`src/rtl/mdu_iter_if.sv`:
```
// mdu_iter_if -- request/result handshake between the pipeline and the
// iterative multiply/divide unit.
//   master : pipeline side; drives req_vld, mdu_op, mdu_src1, mdu_src2,
//            flush, res_rdy; observes req_rdy, res_vld, mdu_res
//   slave  : MDU side; drives req_rdy, res_vld, mdu_res
// Datapath width follows `CPU_WIDTH (defaults to 32).

`ifndef CPU_WIDTH
`define CPU_WIDTH 32
`endif

interface mdu_iter_if;
   logic                  req_vld;
   logic                  req_rdy;
   logic [2:0]            mdu_op;
   logic [`CPU_WIDTH-1:0] mdu_src1;
   logic [`CPU_WIDTH-1:0] mdu_src2;
   logic                  flush;
   logic                  res_vld;
   logic                  res_rdy;
   logic [`CPU_WIDTH-1:0] mdu_res;

   modport master (
      output req_vld, mdu_op, mdu_src1, mdu_src2, flush, res_rdy,
      input  req_rdy, res_vld, mdu_res
   );

   modport slave (
      input  req_vld, mdu_op, mdu_src1, mdu_src2, flush, res_rdy,
      output req_rdy, res_vld, mdu_res
   );
endinterface

```
`src/rtl/mdu_iter.sv`:
```
// mdu_iter -- iterative RV32M multiply/divide unit.
// Multiply: radix-2 shift-add on operand magnitudes, sign fixup at the end.
// Divide:   restoring, one quotient bit per cycle on magnitudes.
// Divide-by-zero and signed overflow skip the iteration and finish at once.
// Ports:
//   clk  : single clock, rising edge
//   rst  : asynchronous, active-high reset
//   bus  : mdu_iter_if.slave (request, flush, result handshake)
// Build option: define MDU_DIV_EN to include the divider; without it the
// divide ops (100-111) return 0 after one cycle.

`ifndef CPU_WIDTH
`define CPU_WIDTH 32
`endif

module mdu_iter (
   input  logic      clk,
   input  logic      rst,
   mdu_iter_if.slave bus
);
   // state | meaning
   // IDLE  | waiting for a request, req_rdy high unless flushing
   // CALC  | one multiply or divide step per cycle, counter runs down
   // DONE  | mdu_res valid, held until res_rdy

   localparam int W  = `CPU_WIDTH;
   localparam int CW = $clog2(W);

   typedef enum logic [1:0] {IDLE = 2'd0, CALC = 2'd1, DONE = 2'd2} state_t;

   state_t          state_q, state_d;
   logic [2:0]      op_q;
   logic [W-1:0]    acc_hi_q, acc_lo_q, opb_q, res_q;
   logic            neg_q;
   logic [CW-1:0]   cnt_q;

   logic            req_rdy, accept;
   logic            s1_signed, s2_signed, s1_neg, s2_neg;
   logic [W-1:0]    a_mag, b_mag;
   logic            bypass;
   logic [W-1:0]    bypass_res;
   logic [W:0]      mul_sum;
   logic [W-1:0]    step_hi, step_lo, mul_res, calc_res;
   logic [2*W-1:0]  prod, prod_s;
`ifdef MDU_DIV_EN
   logic            neg_rem_q;
   logic [W:0]      div_shift;
   logic            div_ge, div_zero, div_ovf;
   logic [W-1:0]    quo, rem;
`endif

   assign req_rdy     = (state_q == IDLE) && !bus.flush;
   assign accept      = bus.req_vld && req_rdy;
   assign bus.req_rdy = req_rdy;
   assign bus.res_vld = (state_q == DONE);
   assign bus.mdu_res = res_q;

   always_comb begin
      s1_signed = 1'b0;
      s2_signed = 1'b0;
      case (bus.mdu_op)
         3'b001, 3'b100, 3'b110: begin
            s1_signed = 1'b1;
            s2_signed = 1'b1;
         end
         3'b010:  s1_signed = 1'b1;
         default: ;
      endcase
   end

   assign s1_neg = s1_signed && bus.mdu_src1[W-1];
   assign s2_neg = s2_signed && bus.mdu_src2[W-1];
   assign a_mag  = s1_neg ? -bus.mdu_src1 : bus.mdu_src1;
   assign b_mag  = s2_neg ? -bus.mdu_src2 : bus.mdu_src2;

`ifdef MDU_DIV_EN
   always_comb begin
      div_zero   = bus.mdu_op[2] && (bus.mdu_src2 == '0);
      // DIV/REM of the most negative value by -1 overflows the quotient
      div_ovf    = bus.mdu_op[2] && !bus.mdu_op[0] &&
                   (bus.mdu_src1 == {1'b1, {(W-1){1'b0}}}) && (bus.mdu_src2 == '1);
      bypass     = div_zero || div_ovf;
      bypass_res = '0;
      if (div_zero)
         bypass_res = bus.mdu_op[1] ? bus.mdu_src1 : '1;
      else if (div_ovf)
         bypass_res = bus.mdu_op[1] ? '0 : {1'b1, {(W-1){1'b0}}};
   end
`else
   assign bypass     = bus.mdu_op[2];
   assign bypass_res = '0;
`endif

   // acc_hi:acc_lo is the running product (multiplier shifts out of acc_lo)
   // or the partial remainder : dividend/quotient pair for division.
   always_comb begin
      mul_sum = {1'b0, acc_hi_q} + (acc_lo_q[0] ? {1'b0, opb_q} : {(W+1){1'b0}});
      step_hi = mul_sum[W:1];
      step_lo = {mul_sum[0], acc_lo_q[W-1:1]};
`ifdef MDU_DIV_EN
      div_shift = {acc_hi_q, acc_lo_q[W-1]};
      div_ge    = div_shift >= {1'b0, opb_q};
      if (op_q[2]) begin
         // remainder after a successful subtract is below opb, so W bits suffice
         step_hi = div_ge ? (div_shift[W-1:0] - opb_q) : div_shift[W-1:0];
         step_lo = {acc_lo_q[W-2:0], div_ge};
      end
`endif
   end

   // final result is formed from the last step's output on the same edge
   always_comb begin
      prod    = {step_hi, step_lo};
      prod_s  = neg_q ? -prod : prod;
      mul_res = (op_q[1:0] == 2'b00) ? prod_s[W-1:0] : prod_s[2*W-1:W];
`ifdef MDU_DIV_EN
      quo      = neg_q ? -step_lo : step_lo;
      rem      = neg_rem_q ? -step_hi : step_hi;
      calc_res = op_q[2] ? (op_q[1] ? rem : quo) : mul_res;
`else
      calc_res = op_q[2] ? '0 : mul_res;
`endif
   end

   always_ff @(posedge clk or posedge rst) begin
      if (rst) state_q <= IDLE;
      else     state_q <= state_d;
   end

   always_comb begin
      state_d = state_q;
      if (bus.flush) begin
         state_d = IDLE;
      end else begin
         case (state_q)
            IDLE:    if (bus.req_vld) state_d = bypass ? DONE : CALC;
            CALC:    if (cnt_q == '0) state_d = DONE;
            DONE:    if (bus.res_rdy) state_d = IDLE;
            default: state_d = IDLE;
         endcase
      end
   end

   always_ff @(posedge clk or posedge rst) begin
      if (rst) begin
         op_q      <= '0;
         acc_hi_q  <= '0;
         acc_lo_q  <= '0;
         opb_q     <= '0;
         neg_q     <= 1'b0;
         cnt_q     <= '0;
         res_q     <= '0;
`ifdef MDU_DIV_EN
         neg_rem_q <= 1'b0;
`endif
      end else if (accept) begin
         op_q      <= bus.mdu_op;
         acc_hi_q  <= '0;
         acc_lo_q  <= a_mag;
         opb_q     <= b_mag;
         neg_q     <= s1_neg ^ s2_neg;
         cnt_q     <= CW'(W-1);
`ifdef MDU_DIV_EN
         neg_rem_q <= s1_neg;
`endif
         if (bypass) res_q <= bypass_res;
      end else if ((state_q == CALC) && !bus.flush) begin
         acc_hi_q <= step_hi;
         acc_lo_q <= step_lo;
         if (cnt_q == '0) res_q <= calc_res;
         else             cnt_q <= cnt_q - CW'(1);
      end
   end
endmodule

```
`src/flat_wrapper.sv`:
```
// flat-port wrapper written by rule: the top's interface ports become plain ports
module mdu_iter_flat 
  (clk, rst, bus_req_vld, bus_mdu_op, bus_mdu_src1, bus_mdu_src2, bus_flush, bus_res_rdy, bus_req_rdy, bus_res_vld, bus_mdu_res);
  mdu_iter_if bus_i ();
  input  logic clk;
  input  logic rst;
  input wire logic [$bits(bus_i.req_vld)-1:0] bus_req_vld;
  input wire logic [$bits(bus_i.mdu_op)-1:0] bus_mdu_op;
  input wire logic [$bits(bus_i.mdu_src1)-1:0] bus_mdu_src1;
  input wire logic [$bits(bus_i.mdu_src2)-1:0] bus_mdu_src2;
  input wire logic [$bits(bus_i.flush)-1:0] bus_flush;
  input wire logic [$bits(bus_i.res_rdy)-1:0] bus_res_rdy;
  output wire logic [$bits(bus_i.req_rdy)-1:0] bus_req_rdy;
  output wire logic [$bits(bus_i.res_vld)-1:0] bus_res_vld;
  output wire logic [$bits(bus_i.mdu_res)-1:0] bus_mdu_res;
  assign bus_i.req_vld = bus_req_vld;
  assign bus_i.mdu_op = bus_mdu_op;
  assign bus_i.mdu_src1 = bus_mdu_src1;
  assign bus_i.mdu_src2 = bus_mdu_src2;
  assign bus_i.flush = bus_flush;
  assign bus_i.res_rdy = bus_res_rdy;
  assign bus_req_rdy = bus_i.req_rdy;
  assign bus_res_vld = bus_i.res_vld;
  assign bus_mdu_res = bus_i.mdu_res;
  mdu_iter u_core (.clk(clk), .rst(rst), .bus(bus_i));
endmodule
```
`config.mk`:
```
export PLATFORM = sky130hd
export DESIGN_NAME = mdu_iter_flat
export DESIGN_NICKNAME = d
export VERILOG_FILES = /design/src/rtl/mdu_iter_if.sv /design/src/rtl/mdu_iter.sv /design/src/flat_wrapper.sv
export SDC_FILE = /design/constraint.sdc
export NUM_CORES = 1
export LEC_CHECK = 0
export BUFFER_PORTS_ARGS = -buffer_cell sky130_fd_sc_hd__buf_4
export CAP_MARGIN = 15
export CORE_MARGIN = 2
export CORE_UTILIZATION = 55
export CTS_BUF_LIST = sky130_fd_sc_hd__clkbuf_4 sky130_fd_sc_hd__clkbuf_8 sky130_fd_sc_hd__clkbuf_16
export DETAILED_ROUTE_END_ITERATION = 7
export HOLD_SLACK_MARGIN = 0.15
export PLACE_DENSITY = 0.79
export SLEW_MARGIN = 0
export SYNTH_ARGS = -nofsm -noshare
export SYNTH_HDL_FRONTEND = slang
export SYNTH_SLANG_ARGS = --single-unit
```
`constraint.sdc`:
```
create_clock -name clk -period 7.75 [get_ports clk]
set_clock_uncertainty 0.15 [all_clocks]
set_input_delay 0.3875 -clock clk [delete_from_list [all_inputs] [get_ports clk]]
set_output_delay 0.3875 -clock clk [all_outputs]
set_load 0.005 [all_outputs]
```
==> impl_metrics.sql <==
INSERT INTO impl_metrics (metric_group, metric, value, unit) VALUES
('sta', 'setup-violations-final', '0', ''),
('worst_setup_path', 'worst_path_dominant_cell_family', 'compound AO/OA/AOI/OAI gates', ''),
('cells_and_area', 'fraction_of_the_core_area_covered_by_cells_at_the_end_of_the_flow', '66.0', '%'),
('cells_and_area', 'drive_above_1_share', '12.4', '%'),
('global_routing', 'grt_pass1_vias', '9668', ''),
('synth', 'synthesis.yosys.warnings', '0', ''),
('worst_setup_path', 'worst_path_max_delay_cell', 'o31ai_1', ''),
('synth', 'synth_simple_gate_area_share', '25.0', '%'),
('synth', 'mappedNetlistArea', '10500', 'um^2'),
('power', 'power_density', '216', 'nW/um^2'),
('global_routing', 'global_route_wire_length_before_repair', '49400', 'um'),
('clocking', 'tritoncts', 'built', ''),
('routing', 'route.layer.met1.wl', '13200', 'um'),
('synth', 'postSynthRegisterBits', '139', ''),
('floorplanning', 'die_w', '142', 'um'),
('routing', 'postRouteAntennaNets', '0', ''),
('clocking', 'clk_transition_reported_paths', '0.06', 'ns'),
('sta', 'fin_worst_hold_slack', '0.154', 'ns'),
('synth', 'number_of_instances_in_the_synthesized_netlist', '1301', ''),
('worst_setup_path', 'worst-path-buf-inv', '0', ''),
('job', 'count_of_maximum_capacitance_violations', '0', ''),
('global_routing', 'grt_antenna_before_repair', '0', ''),
('routing', 'dr.max_layer_used', 'met4', ''),
('global_routing', 'grt_start_max_net_pins', '108', ''),
('synth', 'synth.mux.area_fraction', '0.407', '%'),
('global_routing', 'overflow', '0', ''),
('routing', 'drt_drc_violations_left', '0', ''),
('worst_setup_path', 'worst-endpoint-arrival', '5.23', 'ns'),
('sta', 'postLayoutSetupSlackWorst', '2.68', 'ns'),
('sta', 'grt_setup_unrepaired', 'false', ''),
('routing', 'via_count', '10200', ''),
('floorplanning', 'start_util', '55.9', '%'),
('routing', 'detail_route.vias_per_cell', '6.19', ''),
('synth', 'seq_area_frac_synth', '33.3', '%'),
('routing', 'detailroute.wirelength.met3', '2090', 'um'),
('sta', 'final_hold_viol_count', '0', ''),
('routing', 'first_pass_iters', '5', ''),
('cells_and_area', 'most_common_cell_after_layout_fill_and_taps_aside', 'nand2_1', ''),
('worst_setup_path', 'worstPathMaxFanout', '33', ''),
('clocking', 'cts.sinks', '139', ''),
('floorplanning', 'top_level_ports', '106', ''),
('synth', 'synth-edff-count', '0', ''),
('floorplanning', 'die_h', '142', 'um'),
('global_routing', 'track_usage', '30.9', '%'),
('synth', 'post_synth_xor_area_fraction', '12.2', '%'),
('routing', 'drt-initial-drc-count', '967', ''),
('routing', 'route.final.wire_length', '30200', 'um'),
('floorplanning', 'die_area', '20100', 'um^2'),
('worst_setup_path', 'crit_path_capture_type', 'flip-flop', ''),
('routing', 'routedWlPerCell', '18.3', 'um'),
('sta', 'drv_slew', '0', ''),
('worst_setup_path', 'worst-setup-path-type', 'flip-flop to flip-flop', ''),
('clocking', 'cts.repair_timing.setup_buffer_count', '0', ''),
('synth', 'yosys_most_used_dff', 'dfrtp_1', ''),
('cells_and_area', 'n_antenna_cell', '0', ''),
('synth', 'synth_adder_area_share', '4.62', '%'),
('run_status', 'run_status', 'complete, no violations', ''),
('power', 'ir_drop', '0.000162', 'V'),
('synth', 'async_reset_ff_share', '100', '%'),
('clocking', 'insertion_delay', '0.42', 'ns'),
('clocking', 'clock_tree.htree_level_count', '4', ''),
('clocking', 'clock_tree.root_cell', 'clkbuf_16', ''),
('sta', 'final.period_utilization', '65.5', '%'),
('worst_hold_path', 'min_path_type', 'input pin to flip-flop', ''),
('power', 'total_leakage_power', '5.43', 'nW'),
('worst_setup_path', 'worst_setup_start_kind', 'flip-flop', ''),
('routing', 'total_met2_wirelength_after_detailed_routing', '14200', 'um'),
('floorplanning', 'fp.coreArea', '18700', 'um^2'),
('floorplanning', 'floorplan.rows', '50', ''),
('synth', 'netlist-cell-type-count', '70', ''),
('synth', 'postSynthNetCount', '1411', '');
[power by group]
| group | internal (W) | total [W] | switching [W] | leakage, nW |
|---|---|---|---|---|
| sequential | 0.000829 | 0.000976 | 0.000147 | 1.77 |
| combinational | 0.000361 | 0.000919 | 0.000558 | 3.39 |
| clock | 0.000453 | 0.000774 | 0.000321 | 0.266 |
[final timing paths]
kind / from / to / slack, ns / cells past startpoint
worst max-delay path: u_core.acc_lo_q[0]$_DFFE_PP0P_ / u_core.bus.mdu_res[31]$_DFFE_PP0P_ / 2.68 / 13
worst min-delay path: bus_mdu_src2[3] / u_core.opb_q[3]$_DFFE_PP0P_ / 0.15 / 3
worst max register to register: u_core.acc_lo_q[0]$_DFFE_PP0P_ / u_core.bus.mdu_res[31]$_DFFE_PP0P_ / 2.68 / 13
worst min register to register: u_core.state_q[1]$_DFFE_PP0P_ / u_core.state_q[0]$_DFFE_PP0P_ / 0.33 / 1
max in group asynchronous: rst / u_core.bus.mdu_res[0]$_DFFE_PP0P_ / 6.01 / 5
min in group asynchronous: rst / u_core.cnt_q[1]$_DFFE_PP0P_ / 0.42 / 3
[cell usage after synthesis, types with 6 or more instances]
cell | instances | area, um^2
nand2_1 | 235 | 882
dfrtp_1 | 139 | 3480
o21ai_0 | 118 | 591
nor2_1 | 85 | 319
xnor2_1 | 73 | 639
xor2_1 | 73 | 639
clkbuf_1 | 65 | 244
a21oi_1 | 55 | 275
nand3_1 | 52 | 260
and2_1 | 44 | 275
ha_1 | 37 | 463
a31oi_1 | 35 | 219
o31ai_1 | 30 | 225
nor3_1 | 25 | 125
nor4_1 | 17 | 106
inv_1 | 16 | 60.1
a21o_1 | 13 | 97.6
or4_1 | 13 | 97.6
nand4_1 | 12 | 75.1
o221ai_1 | 12 | 105
o41ai_1 | 12 | 105
a32o_1 | 11 | 110
or3_1 | 10 | 62.6
or2_2 | 9 | 56.3
a22o_1 | 8 | 70.1
nand2b_1 | 7 | 43.8
a211oi_1 | 6 | 45.0
and3_1 | 6 | 37.5
[per-stage QoR]
step                area [um^2]  total power, W  cells
CTS                       12300         0.00265   1649
global route              12300         0.00282   1650
floorplan                 10500         0.00158   1301
global placement          11300         0.00184   1577
detailed placement        11300         0.00186   1577
finish                    12300         0.00267   1650
[routing by layer]
metal / track usage [%] / up-vias
met4: 9.74 / 0
met2: 49.9 / 378
li1: - / 4886
met5: 0 / -
met1: 43.1 / 4877
met3: 4.56 / 68
[flip-flops by register name, indices dropped and copies added (netlist names)]
register            count
u_core.acc_hi_q        32
u_core.opb_q           32
u_core.acc_lo_q        32
u_core.cnt_q            5
u_core.bus.mdu_res     32
u_core.state_q          2
u_core.op_q             3
u_core.neg_q            1
[logic make-up after synthesis]
family,Yosys count
xor gates and xnor gates,146
adders and majority gates,38
muxes,4
AOI/OAI and AO/OA,344
buffers and inverters,87
DFF,139
and+or+nand+nor,543
[cell type report]
| type | count | area (um^2) |
|---|---|---|
| multi-input combinational | 1075 | 6660 |
| fill | 1555 | 6360 |
| sequential | 139 | 3480 |
| timing repair buffer | 156 | 1300 |
| clock buffer | 19 | 453 |
| tap | 234 | 293 |
| clock inverter | 11 | 98.8 |
| inverter | 16 | 65.1 |
[worst register-to-register path, cell delays in order (launching register included)]
cell and delay [ns]:
dfrtp_1 0.81, and2_1 0.23, ha_1 0.19, fa_1 0.23
a211oi_1 0.10, o31ai_1 0.88, o21ai_0 0.23, a21boi_0 0.27
o221ai_1 0.25, or4_4 0.63, nand4bb_4 0.31, o41ai_2 0.42
xnor2_1 0.17, a21oi_1 0.09
[timing repair]
item,in CTS,in global routing
resized for setup,0,0
hold endpoints to repair,97,0
hold buffers,42,0
Note: power is estimated with default switching activity, not from simulation.
